`src/rtl/alu_exec_unit.sv`:
```
// alu_exec_unit: single-issue integer ALU with valid/ready handshakes on both sides.
// Latency: 1 cycle for every op; shifts by shamt>0 take 1+shamt cycles unless ALU_FAST_SHIFT_EN.
// Backpressure: result and flags are held in DONE while out_ready is low; in_ready is low in SHIFT.
//
// Optional feature macro: ALU_FAST_SHIFT_EN (barrel shifter, SHIFT state unreachable).
//
// Ports:
//   clk, rst_n                 clock, synchronous active-low reset
//   in_valid / in_ready        request handshake (alu_op, op_a, op_b captured on transfer)
//   alu_op[3:0], op_a, op_b    operation code and operands
//   out_valid / out_ready      result handshake
//   result, flag_z/n/c/v       result and zero/negative/carry/overflow flags
module alu_exec_unit #(
  parameter int DATA_WIDTH = 32,
  parameter int SHAMT_W    = 5
) (
  input  logic                  clk,
  input  logic                  rst_n,
  input  logic                  in_valid,
  output logic                  in_ready,
  input  logic [3:0]            alu_op,
  input  logic [DATA_WIDTH-1:0] op_a,
  input  logic [DATA_WIDTH-1:0] op_b,
  output logic                  out_valid,
  input  logic                  out_ready,
  output logic [DATA_WIDTH-1:0] result,
  output logic                  flag_z,
  output logic                  flag_n,
  output logic                  flag_c,
  output logic                  flag_v
);

  localparam logic [3:0] OP_ADD  = 4'd0;
  localparam logic [3:0] OP_SUB  = 4'd1;
  localparam logic [3:0] OP_SLL  = 4'd2;
  localparam logic [3:0] OP_SLT  = 4'd3;
  localparam logic [3:0] OP_SLTU = 4'd4;
  localparam logic [3:0] OP_XOR  = 4'd5;
  localparam logic [3:0] OP_SRL  = 4'd6;
  localparam logic [3:0] OP_SRA  = 4'd7;
  localparam logic [3:0] OP_OR   = 4'd8;
  localparam logic [3:0] OP_AND  = 4'd9;

  typedef enum logic [1:0] {IDLE, SHIFT, DONE} state_t;

  state_t                state_q, state_d;
  logic [DATA_WIDTH-1:0] res_q, res_d;
  logic [SHAMT_W-1:0]    cnt_q, cnt_d;
  logic [3:0]            sop_q, sop_d;
  logic                  z_q, z_d, n_q, n_d, c_q, c_d, v_q, v_d;

  logic [SHAMT_W-1:0]    shamt;
  logic                  is_shift;
  logic                  go_shift;
  logic                  accept;
  logic [DATA_WIDTH:0]   add_w;
  logic [DATA_WIDTH:0]   sub_w;
  logic [DATA_WIDTH-1:0] alu_res;
  logic                  alu_c;
  logic                  alu_v;
  logic [DATA_WIDTH-1:0] step_val;

  assign shamt    = op_b[SHAMT_W-1:0];
  assign is_shift = (alu_op == OP_SLL) || (alu_op == OP_SRL) || (alu_op == OP_SRA);

`ifdef ALU_FAST_SHIFT_EN
  assign go_shift = 1'b0;
`else
  assign go_shift = is_shift && (shamt != '0);
`endif

  assign in_ready  = (state_q == IDLE) || ((state_q == DONE) && out_ready);
  assign out_valid = (state_q == DONE);
  assign accept    = in_valid && in_ready;

  assign result = res_q;
  assign flag_z = z_q;
  assign flag_n = n_q;
  assign flag_c = c_q;
  assign flag_v = v_q;

  // Subtraction as a + ~b + 1, so the carry-out is the unsigned "no borrow" (a >= b).
  assign add_w = {1'b0, op_a} + {1'b0, op_b};
  assign sub_w = {1'b0, op_a} + {1'b0, ~op_b} + (DATA_WIDTH+1)'(1);

  always_comb begin
    alu_res = '0;
    alu_c   = 1'b0;
    alu_v   = 1'b0;
    case (alu_op)
      OP_ADD: begin
        alu_res = add_w[DATA_WIDTH-1:0];
        alu_c   = add_w[DATA_WIDTH];
        alu_v   = (op_a[DATA_WIDTH-1] == op_b[DATA_WIDTH-1]) &&
                  (add_w[DATA_WIDTH-1] != op_a[DATA_WIDTH-1]);
      end
      OP_SUB: begin
        alu_res = sub_w[DATA_WIDTH-1:0];
        alu_c   = sub_w[DATA_WIDTH];
        alu_v   = (op_a[DATA_WIDTH-1] != op_b[DATA_WIDTH-1]) &&
                  (sub_w[DATA_WIDTH-1] != op_a[DATA_WIDTH-1]);
      end
      OP_SLT:  alu_res = {{(DATA_WIDTH-1){1'b0}}, ($signed(op_a) < $signed(op_b))};
      OP_SLTU: alu_res = {{(DATA_WIDTH-1){1'b0}}, (op_a < op_b)};
      OP_XOR:  alu_res = op_a ^ op_b;
      OP_OR:   alu_res = op_a | op_b;
      OP_AND:  alu_res = op_a & op_b;
`ifdef ALU_FAST_SHIFT_EN
      OP_SLL:  alu_res = op_a << shamt;
      OP_SRL:  alu_res = op_a >> shamt;
      OP_SRA:  alu_res = $signed(op_a) >>> shamt;
`else
      // Only reached with shamt == 0; non-zero amounts take the iterative path.
      OP_SLL, OP_SRL, OP_SRA: alu_res = op_a;
`endif
      default: alu_res = '0;
    endcase
  end

  // One-bit step of the iterative shifter; sop_q remembers which shift was accepted.
  always_comb begin
    case (sop_q)
      OP_SLL:  step_val = {res_q[DATA_WIDTH-2:0], 1'b0};
      OP_SRA:  step_val = {res_q[DATA_WIDTH-1], res_q[DATA_WIDTH-1:1]};
      default: step_val = {1'b0, res_q[DATA_WIDTH-1:1]};
    endcase
  end

  always_comb begin
    state_d = state_q;
    res_d   = res_q;
    cnt_d   = cnt_q;
    sop_d   = sop_q;
    z_d     = z_q;
    n_d     = n_q;
    c_d     = c_q;
    v_d     = v_q;

    case (state_q)
      IDLE: ;
      SHIFT: begin
        res_d = step_val;
        cnt_d = cnt_q - SHAMT_W'(1);
        if (cnt_q == SHAMT_W'(1)) begin
          state_d = DONE;
          z_d     = (step_val == '0);
          n_d     = step_val[DATA_WIDTH-1];
          c_d     = 1'b0;
          v_d     = 1'b0;
        end
      end
      DONE: begin
        if (out_ready) state_d = IDLE;
      end
      default: state_d = IDLE;
    endcase

    // in_ready is low in SHIFT, so accept only fires from IDLE or a draining DONE.
    if (accept) begin
      if (go_shift) begin
        state_d = SHIFT;
        res_d   = op_a;
        cnt_d   = shamt;
        sop_d   = alu_op;
        z_d     = 1'b0;
        n_d     = 1'b0;
        c_d     = 1'b0;
        v_d     = 1'b0;
      end else begin
        state_d = DONE;
        res_d   = alu_res;
        z_d     = (alu_res == '0);
        n_d     = alu_res[DATA_WIDTH-1];
        c_d     = alu_c;
        v_d     = alu_v;
      end
    end
  end

  always_ff @(posedge clk) begin
    if (!rst_n) begin
      state_q <= IDLE;
      res_q   <= '0;
      cnt_q   <= '0;
      sop_q   <= '0;
      z_q     <= 1'b0;
      n_q     <= 1'b0;
      c_q     <= 1'b0;
      v_q     <= 1'b0;
    end else begin
      state_q <= state_d;
      res_q   <= res_d;
      cnt_q   <= cnt_d;
      sop_q   <= sop_d;
      z_q     <= z_d;
      n_q     <= n_d;
      c_q     <= c_d;
      v_q     <= v_d;
    end
  end

endmodule

```
`config.mk`:
```
export PLATFORM = sky130hd
export DESIGN_NAME = alu_exec_unit
export DESIGN_NICKNAME = d
export VERILOG_FILES = /design/src/rtl/alu_exec_unit.sv
export SDC_FILE = /design/constraint.sdc
export NUM_CORES = 1
export LEC_CHECK = 0
export CAP_MARGIN = 0
export CORE_ASPECT_RATIO = 1.5
export CORE_MARGIN = 4
export CORE_UTILIZATION = 46
export CTS_CLUSTER_SIZE = 25
export DETAILED_ROUTE_END_ITERATION = 6
export PLACE_DENSITY = 0.8
export SETUP_SLACK_MARGIN = 0.2
export SYNTH_ARGS = -nofsm -noshare
export SYNTH_HDL_FRONTEND = slang
export SYNTH_SLANG_ARGS = --single-unit
```
`constraint.sdc`:
```
create_clock -name clk -period 6.65 [get_ports clk]
set_input_delay 0.9975 -clock clk [delete_from_list [all_inputs] [get_ports clk]]
set_output_delay 0.9975 -clock clk [all_outputs]
set_load 0.005 [all_outputs]
```
; Word-level counts from Yosys, hierarchy flattened
; Index checks and enable logic that the tools add are counted.
[totals]
inputBits = 72
reg_bits = 47
output_inout_bits = 38
elab_cells = 87
[op_classes]
n_reduce_logical = 19
mux = 29
bitwise = 4
n_lt_le_gt_ge = 2
n_addsub = 4
eq_ne = 21
[op_table]
columns = op, count
row1 = $pmux W32 S8, 1
row2 = $mux W32, 3
row3 = $add A32 B32 Y33, 2
row4 = $logic_not A32 Y1, 2
row5 = $lt A32 B32 Y1, 2
row6 = $pmux W32 S2, 1
row7 = $add A33 B1 Y33 const B, 1
row8 = $and A32 B32 Y32, 1
row9 = $not A32 Y32, 1
row10 = $or A32 B32 Y32, 1
row11 = $xor A32 B32 Y32, 1
row12 = $eq A4 B3 Y1 const B, 5
row13 = $mux W5, 3
row14 = $mux W1, 14
row15 = $eq A4 B2 Y1 const B, 3
row16 = $eq A4 B4 Y1 const B, 2
row17 = $mux W2, 4
row18 = $pmux W2 S3, 1
row19 = $eq A5 B1 Y1 const B, 1
row20 = $logic_and A1 B1 Y1, 5
row21 = $reduce_bool A5 Y1, 1
row22 = $sub A5 B1 Y5 const B, 1
row23 = $eq A4 B1 Y1 const B, 1
row24 = $logic_not A4 Y1, 1
row25 = 14 further kinds, 21

; Longest topological paths before layout
[logic_depth]
depth_word = 8
depth_mapped = 14
depth_no_buf = 14

; Worst setup path before layout
; No wires, ideal clock.
[synth_timing]
path_kind = input to register
startpoint = input port op_a[0]
endpoint = register z_q (netlist: flag_z)
n_path_buf = 0
t_required_ns = 6.554
stages = 14
path_slack_ns = 2.416
setup_ns = 0.096
t_arrival_ns = 4.138
path_cell_list = inv_1 -> ha_1 -> inv_1 -> fa_1 -> nor2b_2 -> o311ai_2 -> a211oi_4 -> a2111oi_0 -> o311ai_1 -> a221o_1 -> a21bo_1 -> a2111oi_0 -> nand4_1 -> o41ai_2
[synth_via]
elab_chain_cells = 6
elab_cells_between_ends = 12
classes_between = add/sub: 3 / order compare: 2 / mux: 3 / bitwise: 3 / reduce/logical: 1
[synth_rtl]
columns = element, line_no
row1 = "start, declared", 22  ; input logic [DATA_WIDTH-1:0] op_a,
row2 = $add A32 B32 Y33, 84  ; assign sub_w = {1'b0, op_a} + {1'b0, ~op_b} + (DATA_WIDTH+1)'(1);
row3 = $add A33 B1 Y33, 84
row4 = $pmux W32 S8 *, 90  ; case (alu_op)
row5 = $logic_not A32 Y1 *, 172  ; z_d = (alu_res == '0);
row6 = $mux W1 *, 160  ; if (go_shift) begin
row7 = $mux W1 *, 159  ; if (accept) begin
row8 = "end signal, assigned", 195  ; z_q <= z_d;
row9 = "end, declared", 50  ; logic z_q, z_d, n_q, n_d, c_q, c_d, v_q, v_d;
; Every way passes the cells marked *; elsewhere a longest branch is shown, timed or not.
; A chain may end at the register's enable or synchronous reset.

; Worst setup path in the final report
[layout_timing]
startpoint = input port op_a[12]
endpoint = register z_q (netlist: flag_z)
; Same word-level chain as after synthesis.

==> out/summary.json <==
{
  "leakage_uw": 0.00417,
  "syn-num-nets": 1396,
  "mostFrequentLayoutCell": "nor2_1",
  "cells_resized_by_post_cts_repair": 0,
  "synthDominantAreaCellType": "ha_1",
  "cts_made_buffers": 5,
  "worstSkewPairLatency_ns": 0.29,
  "reg_clk_slew_reported_paths_ns": 0.07,
  "share_of_final_layout_standard_cells_stronger_than_drive_strength_1_pct": 5.11,
  "yosys_warnings": 0,
  "total_power_uw": 1360,
  "routed_via_density": 6.57,
  "maxSlewHeadroom_pct": 22.6,
  "synth_top_cell_area_share_pct": 15.4,
  "drt_first_pass_iters": 7,
  "num_io_pins": 110,
  "globalRouteTotalUtil_pct": 28.0,
  "port_buffers": 109,
  "synth-edff-count": 0,
  "tritoncts_clock_tree": "done",
  "path_class": "in2reg",
  "dp_hpwl_mm": 23.8,
  "antenna_violating_nets_post_route": 0,
  "period_minus_slack_ns": 5.38,
  "rsz0062_at_grt": "false",
  "violated_checks": "design-rule violations",
  "routed_wirelength_mm": 30.6,
  "die_area_um2": 20800,
  "adder_and_majority_gate_portion_of_the_synthesized_area_pct": 15.9,
  "synth_top_family_by_area": "compound AO/OA/AOI/OAI gates",
  "ir_worst_vdd_mv": 0.0974,
  "rows": 60,
  "fp.coreArea_um2": 18100,
  "flow.area_growth_from_synthesis_pct": 16.4,
  "crit_path_start_kind": "primary input",
  "gp_congestion": 1.01,
  "fin_skew_ns": 0.00267,
  "data_arrival_at_the_endpoint_of_the_critical_path_ns": 5.58,
  "power.density_cell_area_nw_per_um2": 137,
  "max_clock_freq_ghz": 0.186,
  "ys_async_sr_fraction_pct": 0,
  "vias": 9987,
  "globalRoute.totalOverflow": 0,
  "max_slew.worst_pin.slew_ns": 1.16,
  "required_ns": 6.85,
  "drcViolationCount": 1,
  "clockBufferDepth": 2,
  "final-setup-viol-count": 0,
  "clock-root-buffer": "clkbuf_16",
  "final_cell_mix": "nor2_1, clkdlybuf4s50_1, ha_1, a21oi_1, nand2_1",
  "dieHeight_um": 175,
  "synth.cell_area_um2": 8510,
  "synth.yosys.seq_area_share_pct": 11.1,
  "antennaDiodeCount": 0,
  "synth_cell_types": 100,
  "ys.flop_type": "dfxtp_1",
  "htree_levels": 2,
  "timing_max_transition_violations_final": 0,
  "die_width_um": 119,
  "wire_per_inst_um": 20.1,
  "hold_class": "reg2reg",
  "total_negative_setup_slack_ns": 0,
  "count_of_buffers_added_by_post_cts_timing_repair_for_setup": 0,
  "wire_length_of_the_first_global_routing_pass_mm": 48.3,
  "timing.max_cap.violations": 0,
  "synthXorXnorAreaFrac_pct": 1.23,
  "start_util_pct": 47.0,
  "critical_path_peak_fanout": 14,
  "postSynthRegisterBits": 47,
  "hold_viol": 0,
  "status": "complete, but fails checks",
  "via_count_of_the_first_global_routing_pass": 9377,
  "net_count_of_the_finished_layout": 1450,
  "drt_iter0_drc": 1287,
  "synth.area.top_cells": "ha_1, dfxtp_1, a21oi_1, nor2_1, nand2_1",
  "timing.critical_path.to_type": "flip-flop",
  "cts.sinks": 47,
  "postSynthCellCount": 1217,
  "fin_crit_sh_pct": 81.0,
  "avgSynthCellArea_um2": 6.99,
  "largest_net_degree_at_the_start_of_global_routing": 39,
  "cts_hold_repair.buffers": 0,
  "muxShareOfSynthArea_pct": 3.43,
  "grt_antenna_before_repair": 0,
  "synth-simple-area-share_pct": 24.4,
  "synth-compound-area-share_pct": 35.7
}
cell families after synthesis:
logic type | count (synthesis)
AOI/OAI and AO/OA | 426
and+or+nand+nor | 415
buffers and inverters | 181
adders and majority gates | 107
DFF | 47
muxes | 29
xor gates and xnor gates | 12
state kept, by name (all words and copies together), names as in the netlist:
| signal | flops |
|---|---|
| flag_n | 1 |
| flag_v | 1 |
| flag_z | 1 |
| sop_q | 4 |
| cnt_q | 5 |
| state_q | 2 |
| flag_c | 1 |
| result | 32 |
final cells by class:
cell class                      count  area, µm²
Clock inverter                      2       35.0
Tap cell                          248        310
Timing Repair Buffer              124       1200
Inverter                          104        390
Sequential cell                    47        941
Multi-Input combinational cell    989       6890
Fill cell                        1773       8190
Clock buffer                        6        139
power breakdown:
| part | switching (µW) | internal (µW) |
|---|---|---|
| clock network | 112 | 187 |
| logic | 438 | 294 |
| registers | 26.8 | 303 |
cells in the mapped netlist, types with 4 or more instances:
library cell  instances
a2111oi_0             7
a211o_1               6
a211oi_1             29
a211oi_2              4
a21boi_0              5
a21o_1               14
a21oi_1             102
a221o_1              10
a221oi_1             21
a22oi_1               4
a31o_2                4
a31oi_1              10
and2_1               14
and3_1               10
buf_1                 8
buf_2                12
clkbuf_1             55
dfxtp_1              47
ha_1                105
inv_1               101
mux2i_1              28
nand2_1             102
nand2b_1             14
nand3_1              32
nand4_1              20
nor2_1              117
nor2b_1              15
nor3_1               24
nor3b_1               5
nor4_1               17
o2111ai_1             5
o211a_1               5
o211ai_1             26
o21a_1               11
o21ai_0              63
o21ai_1               5
o21bai_1             14
o221a_2               5
o221ai_1             19
o31ai_1              13
or2_2                 4
or3_1                10
or4_1                 4
xnor2_1               9
routing by layer:
layer / wire, µm / global-route usage, % / vias up
met5: 0 / 0 / -
met4: 1740 / 14.7 / 0
met3: 2600 / 3.17 / 150
met2: 14500 / 47.8 / 598
met1: 11700 / 34.2 / 4638
li1: - / - / 4601
worst max-delay path, stage by stage:
cell             delay, ns
clkdlybuf4s50_1       0.53
inv_1                 0.06
ha_1                  0.60
inv_1                 0.15
a21oi_1               0.26
o31ai_1               0.14
a2111oi_0             0.94
nand2_1               0.22
a221oi_1              0.58
nand4_1               0.16
nor4_1                0.41
nand4_1               0.18
o41ai_2               0.34
path summary, 6_finish.rpt:
check / startpoint / endpoint / slack (ns) / cells after the start
worst min-delay path: sop_q[1] / sop_q[1] / 0.46 / 1
worst max-delay path: op_a[12] / flag_z / 1.27 / 13
worst min register to register: sop_q[1] / sop_q[1] / 0.46 / 1
worst max register to register: state_q[0] / flag_z / 2.71 / 10
through the flow:
stage	worst slack, ns	hold slack, ns	cell area [µm²]	utilization, %	std cells
final	1.27	0.464	9910	54.8	1520
after global routing	1.09	0.494	9910	54.8	1520
after CTS	1.50	0.462	9910	54.8	1520
after detailed placement	1.23	0.447	9730	53.8	1512
after global placement	1.25	0.439	9730	53.8	1512
after floorplan	2.42	0.433	8510	-	1217
Note: power is estimated with default switching activity, not from simulation.
==> variant 1: new RTL, same settings <==
Build with the macro `ALU_FAST_SHIFT_EN` defined.
--- a/src/rtl/alu_exec_unit.sv
+++ b/src/rtl/alu_exec_unit.sv
@@ -10,6 +10,8 @@
 //   alu_op[3:0], op_a, op_b    operation code and operands
 //   out_valid / out_ready      result handshake
 //   result, flag_z/n/c/v       result and zero/negative/carry/overflow flags
+`define ALU_FAST_SHIFT_EN
+
 module alu_exec_unit #(
   parameter int DATA_WIDTH = 32,
   parameter int SHAMT_W    = 5
Formal check against the unedited RTL: not equivalent (a bounded check fails within 4 cycles, from zero or initial values and one cycle with rst_n low).
==> variant 1 against the unedited design <==
- synthesized area rose by 33%
- synthesized cell count up 25%
- non-clock buffer count increased by 63
- die area grew 31%
- worst setup slack worse by 0.51 ns
- final cell count grew 26%
- power increased by 13%
- sequential cell count down 11
- cell area is 31% higher
- clock skew hardly changed
- combinational power grew 43%
- routed wire length up 87%
- highest routed layer unchanged
==> variant 1: results (changes against the unedited design) <==
YS_SEQ_AREA_SHARE_PCT=6.36  # -4.7 points
MET2_LENGTH_MM=26.8  # +85%
HOLD-PATH-CELL-COUNT=2  # +1
YS_TOP_CELLS_BY_COUNT='sky130_fd_sc_hd__nor2_1 (148), sky130_fd_sc_hd__nand2_1 (134), sky130_fd_sc_hd__inv_1 (106), sky130_fd_sc_hd__a21oi_1 (100), sky130_fd_sc_hd__ha_1 (100)'
COMBPWRFRAC_PCT=68.0  # +14 points
REGTOREGSETUPSLACK_NS=3.62  # +0.91 ns
POWER.IR.VDD_WORST_uV=168  # +72%
FINALCRITPERIODSHARE_PCT=88.7  # +7.7 points
COMB_CELL_POWER_mW=1.05  # +43%
GP_ROUTABILITY_CONGESTION=1.05  # +4.3%
CTS_MADE_BUFFERS=5  # unchanged
POWER_SEQUENTIAL_uW=244  # -26%
REG2REGPATHDEPTH=9  # -1
STDCELL_COUNT=1909  # +26%
POWER_SWITCHING_uW=749  # +30%
REGTOREGSTARTPOINT='state_q[1]'
WORSTSETUPPATHTYPE='input port to register'
FILLERS=2414  # +36%
FIRST_PASS_ITERS=6  # -1
SYNTH_CELL_TYPES=97  # -3.0%
SYN-NUM-NETS=1696  # +21%
DP.FINAL_HPWL_MM=44.8  # +88%
LENGTH_OF_ROUTED_WIRING_ON_MET1_MM=20.7  # +76%
HOLD_PATH_END='result[16]'
GRT_START_MAX_NET_PINS=56  # +44%
DRIVE_GT1_SHARE_PCT=13.7  # +8.6 points
DR.FIRST_ITER.DRC_COUNT=1942  # +51%
STDCELL_AREA_SQ_MM=0.0130  # +31%
POWER.STATIC_LEAKAGE_nW=5.25  # +26%
STATUS='completed'
GLOBAL_ROUTE.USAGE.TOTAL_PCT=40.0  # +12 points
VIAS=13600  # +36%
FIN_WORST_HOLD_SLACK_NS=0.453  # -0.0113 ns
SYNTHCELLS=1522  # +25%
MIN_FROM='result[16]'
SYNTH_COMPOUND_AREA_SHARE_PCT=32.7  # -3.1 points
CRIT_ARRIVAL_NS=6.10  # +0.52 ns
WORST_SETUP_PATH_STARTPOINT='op_a[5]'
CLOCK_SKEW_NS=0.00256  # -0.000105 ns
DRT-WIRELENGTH-PER-CELL_MICRONS=29.9  # +49%
PLACE_WS_NS=0.560  # -0.668 ns
WORST_PATH_LARGEST_CELL_DELAY_NS=0.97  # +0.03 ns
POST_SYNTH_MAIN_AREA_CONTRIBUTORS='sky130_fd_sc_hd__mux4_2 (13%), sky130_fd_sc_hd__ha_1 (11%), sky130_fd_sc_hd__dfxtp_1 (6.4%)'
YOSYS-MUX-AREA-FRACTION_PCT=19.4  # +16 points
TIGHTESTPINTRANSITION_NS=1.05  # -0.109 ns
SYNTH_XOR_XNOR_AREA_SHARE_PCT=0.463  # -0.77 points
-- variant 1: cell count changes after synthesis, moves of 18 or more --
cell                       before  now
sky130_fd_sc_hd__a211oi_1      29   47
sky130_fd_sc_hd__a31oi_1       10   31
sky130_fd_sc_hd__buf_2         12   34
sky130_fd_sc_hd__mux2i_1       28   53
sky130_fd_sc_hd__mux4_2         0   63
sky130_fd_sc_hd__nand2_1      102  134
sky130_fd_sc_hd__nor2_1       117  148
sky130_fd_sc_hd__nor3_1        24   42
-- variant 1: final cells by class --
cell class | count | area share (%)
multi-input combinational | 1248 | 74.3
timing repair buffer | 187 | 12.8
sequential | 36 | 5.55
tap | 324 | 3.12
inverter | 107 | 3.09
clock buffer | 7 | 1.17
-- variant 1: routing by layer --
layer,vias up,track usage [%]
met5,-,0
met4,0,25.8
met3,243,4.50
met2,952,65.4
met1,6466,49.0
li1,5937,-
==> variant 2: new RTL, same flow settings <==
Without the edit above. Register the output `flag_c` once more; this adds one clock of latency there. The other outputs are not delayed to match.
--- a/src/rtl/alu_exec_unit.sv
+++ b/src/rtl/alu_exec_unit.sv
@@ -76,7 +76,9 @@
   assign result = res_q;
   assign flag_z = z_q;
   assign flag_n = n_q;
-  assign flag_c = c_q;
+  always_ff @(posedge clk) begin
+    flag_c <= c_q;
+  end
   assign flag_v = v_q;
 
   // Subtraction as a + ~b + 1, so the carry-out is the unsigned "no borrow" (a >= b).
Check against the original RTL: not equivalent (Yosys sat finds a counterexample within 4 cycles, from zero or initial values and one cycle with rst_n low).
==> variant 2 against the unedited design <==
- maximum frequency grew 2.4%
- largest power group unchanged
- cell area is 2.0% lower
- critical endpoint unchanged
- combinational power hardly changed
- sequential cell count up 1
- power up 1.3%
- worst setup slack better by 0.13 ns
- routed wire length fell by 1.1%
- synthesized area is 0.34% lower
- highest routed layer unchanged
- critical path type unchanged
==> variant 2: results (changes against the unedited design) <==
STATUS='completed'
SLEW_HEADROOM_PCT=19.4  # -3.2 points
POWER.IR.VDD_WORST_uV=100  # +2.6%
GRT_PASS1_WL_MM=47.6  # -1.4%
REGTOREGSETUPSLACK_NS=3.31  # +0.60 ns
POWER.STATIC_LEAKAGE_nW=4.03  # -3.3%
YS_SEQ_AREA_SHARE_PCT=11.3  # +0.27 points
POST_SYNTH_MAIN_AREA_CONTRIBUTORS='sky130_fd_sc_hd__ha_1 (15%), sky130_fd_sc_hd__dfxtp_1 (11%), sky130_fd_sc_hd__a21oi_1 (6.9%)'
CRIT_FANOUT=5  # -9
VIAS_IN_THE_FIRST_GLOBAL_ROUTE=9147  # -2.5%
GRT_START_MAX_NET_PINS=38  # -2.6%
FIRST_PASS_ITERS=6  # -1
HOLD-PATH-CELL-COUNT=0  # -1
SYNTH_CELL_TYPES=95  # -5.0%
DPL_CELL_AREA_SQ_MM=0.00953  # -2.1%
MIN_FROM='c_q'
MET2_LENGTH_MM=14.6  # +1.1%
SYNTHARSTFLOPSHARE_PCT=0  # unchanged
GLOBAL_ROUTE.USAGE.TOTAL_PCT=27.7  # -0.24 points
CLOCK_SKEW_NS=0.00626  # +0.00359 ns
MET3_WIRE_LENGTH_MM=2.49  # -4.4%
DP.FINAL_HPWL_MM=23.6  # -0.85%
ROUTE.FINAL.WIRE_LENGTH_MM=30.2  # -1.1%
GLOBAL_ROUTE.USAGE.MET1_PCT=32.6  # -1.6 points
PLACE_WS_NS=1.12  # -0.105 ns
LENGTH_OF_ROUTED_WIRING_ON_MET1_MM=11.4  # -3.2%
USE_MET3_PCT=3.35  # +0.18 points
SYN-NUM-NETS=1394  # -0.14%
CPMAXSTAGEDELAYCELL='sky130_fd_sc_hd__a211oi_1'
FIN_WORST_HOLD_SLACK_NS=0.360  # -0.104 ns
SYNTHCELLS=1215  # -0.16%
WORST_PATH_LARGEST_CELL_DELAY_NS=0.53  # -0.41 ns
DP_CELLS=1478  # -2.2%
DR.FIRST_ITER.DRC_COUNT=1325  # +3.0%
DRT-WIRELENGTH-PER-CELL_MICRONS=20.3  # +1.1%
HOLD_PATH_END='flag_c'
SYNTH_FLOP_CELL='sky130_fd_sc_hd__dfxtp_1'
GP_ROUTABILITY_CONGESTION=1.00  # -0.65%
YS_TOP_CELLS_BY_COUNT='sky130_fd_sc_hd__nor2_1 (127), sky130_fd_sc_hd__a21oi_1 (117), sky130_fd_sc_hd__nand2_1 (112), sky130_fd_sc_hd__ha_1 (105), sky130_fd_sc_hd__inv_1 (102)'
VIAS_PER_CELL=6.58  # +0.17%
==> variant 2: worst max-delay path, delay by kind of cell <==
family,cells,cell delay [ns]
mux,1,0.12
simple gates,2,0.39
fa+ha+maj,2,0.75
buf+inv,1,0.52
compound gates,8,2.67
==> variant 2: cell families (layout without fill, tap and decap cells) <==
logic type / after synthesis / count (layout) / share of synthesized area (%)
compound gates: 427 / 427 / 35.2
simple gates: 419 / 419 / 23.8
buf+inv: 184 / 238 / 10.3
fa+ha+maj: 107 / 107 / 16.0
flops: 48 / 48 / 11.3
mux: 18 / 18 / 2.14
xor+xnor: 12 / 12 / 1.24
==> variant 2: how the worst max path moves through the flow <==
stage / startpoint / to / slack, ns / depth (start not counted)
floorplan: op_a[0] / flag_z / 2.46 / 13
global placement: op_a[0] / flag_z / 1.13 / 14
detailed placement: op_a[0] / flag_z / 1.12 / 14
CTS: op_a[0] / flag_z / 1.40 / 14
global route: op_a[0] / flag_z / 1.09 / 14
finish: op_a[0] / flag_z / 1.39 / 14
==> variant 2: area by class of cell <==
cell class | instances | area [sq um]
Clock inverter | 1 | 30.0
Inverter | 106 | 398
Timing Repair Buffer | 124 | 1200
Clock buffer | 7 | 153
Fill cell | 1789 | 8310
Multi-Input combinational cell | 983 | 6690
Sequential cell | 48 | 961
Tap cell | 217 | 272
==> variant 2: where the power goes <==
| group | leakage [nW] | internal (mW) | switching (mW) |
|---|---|---|---|
| combinational | 3.55 | 0.294 | 0.439 |
| clock | 0.0901 | 0.198 | 0.108 |
| sequential | 0.392 | 0.310 | 0.0310 |
| total | 4.03 | 0.801 | 0.578 |
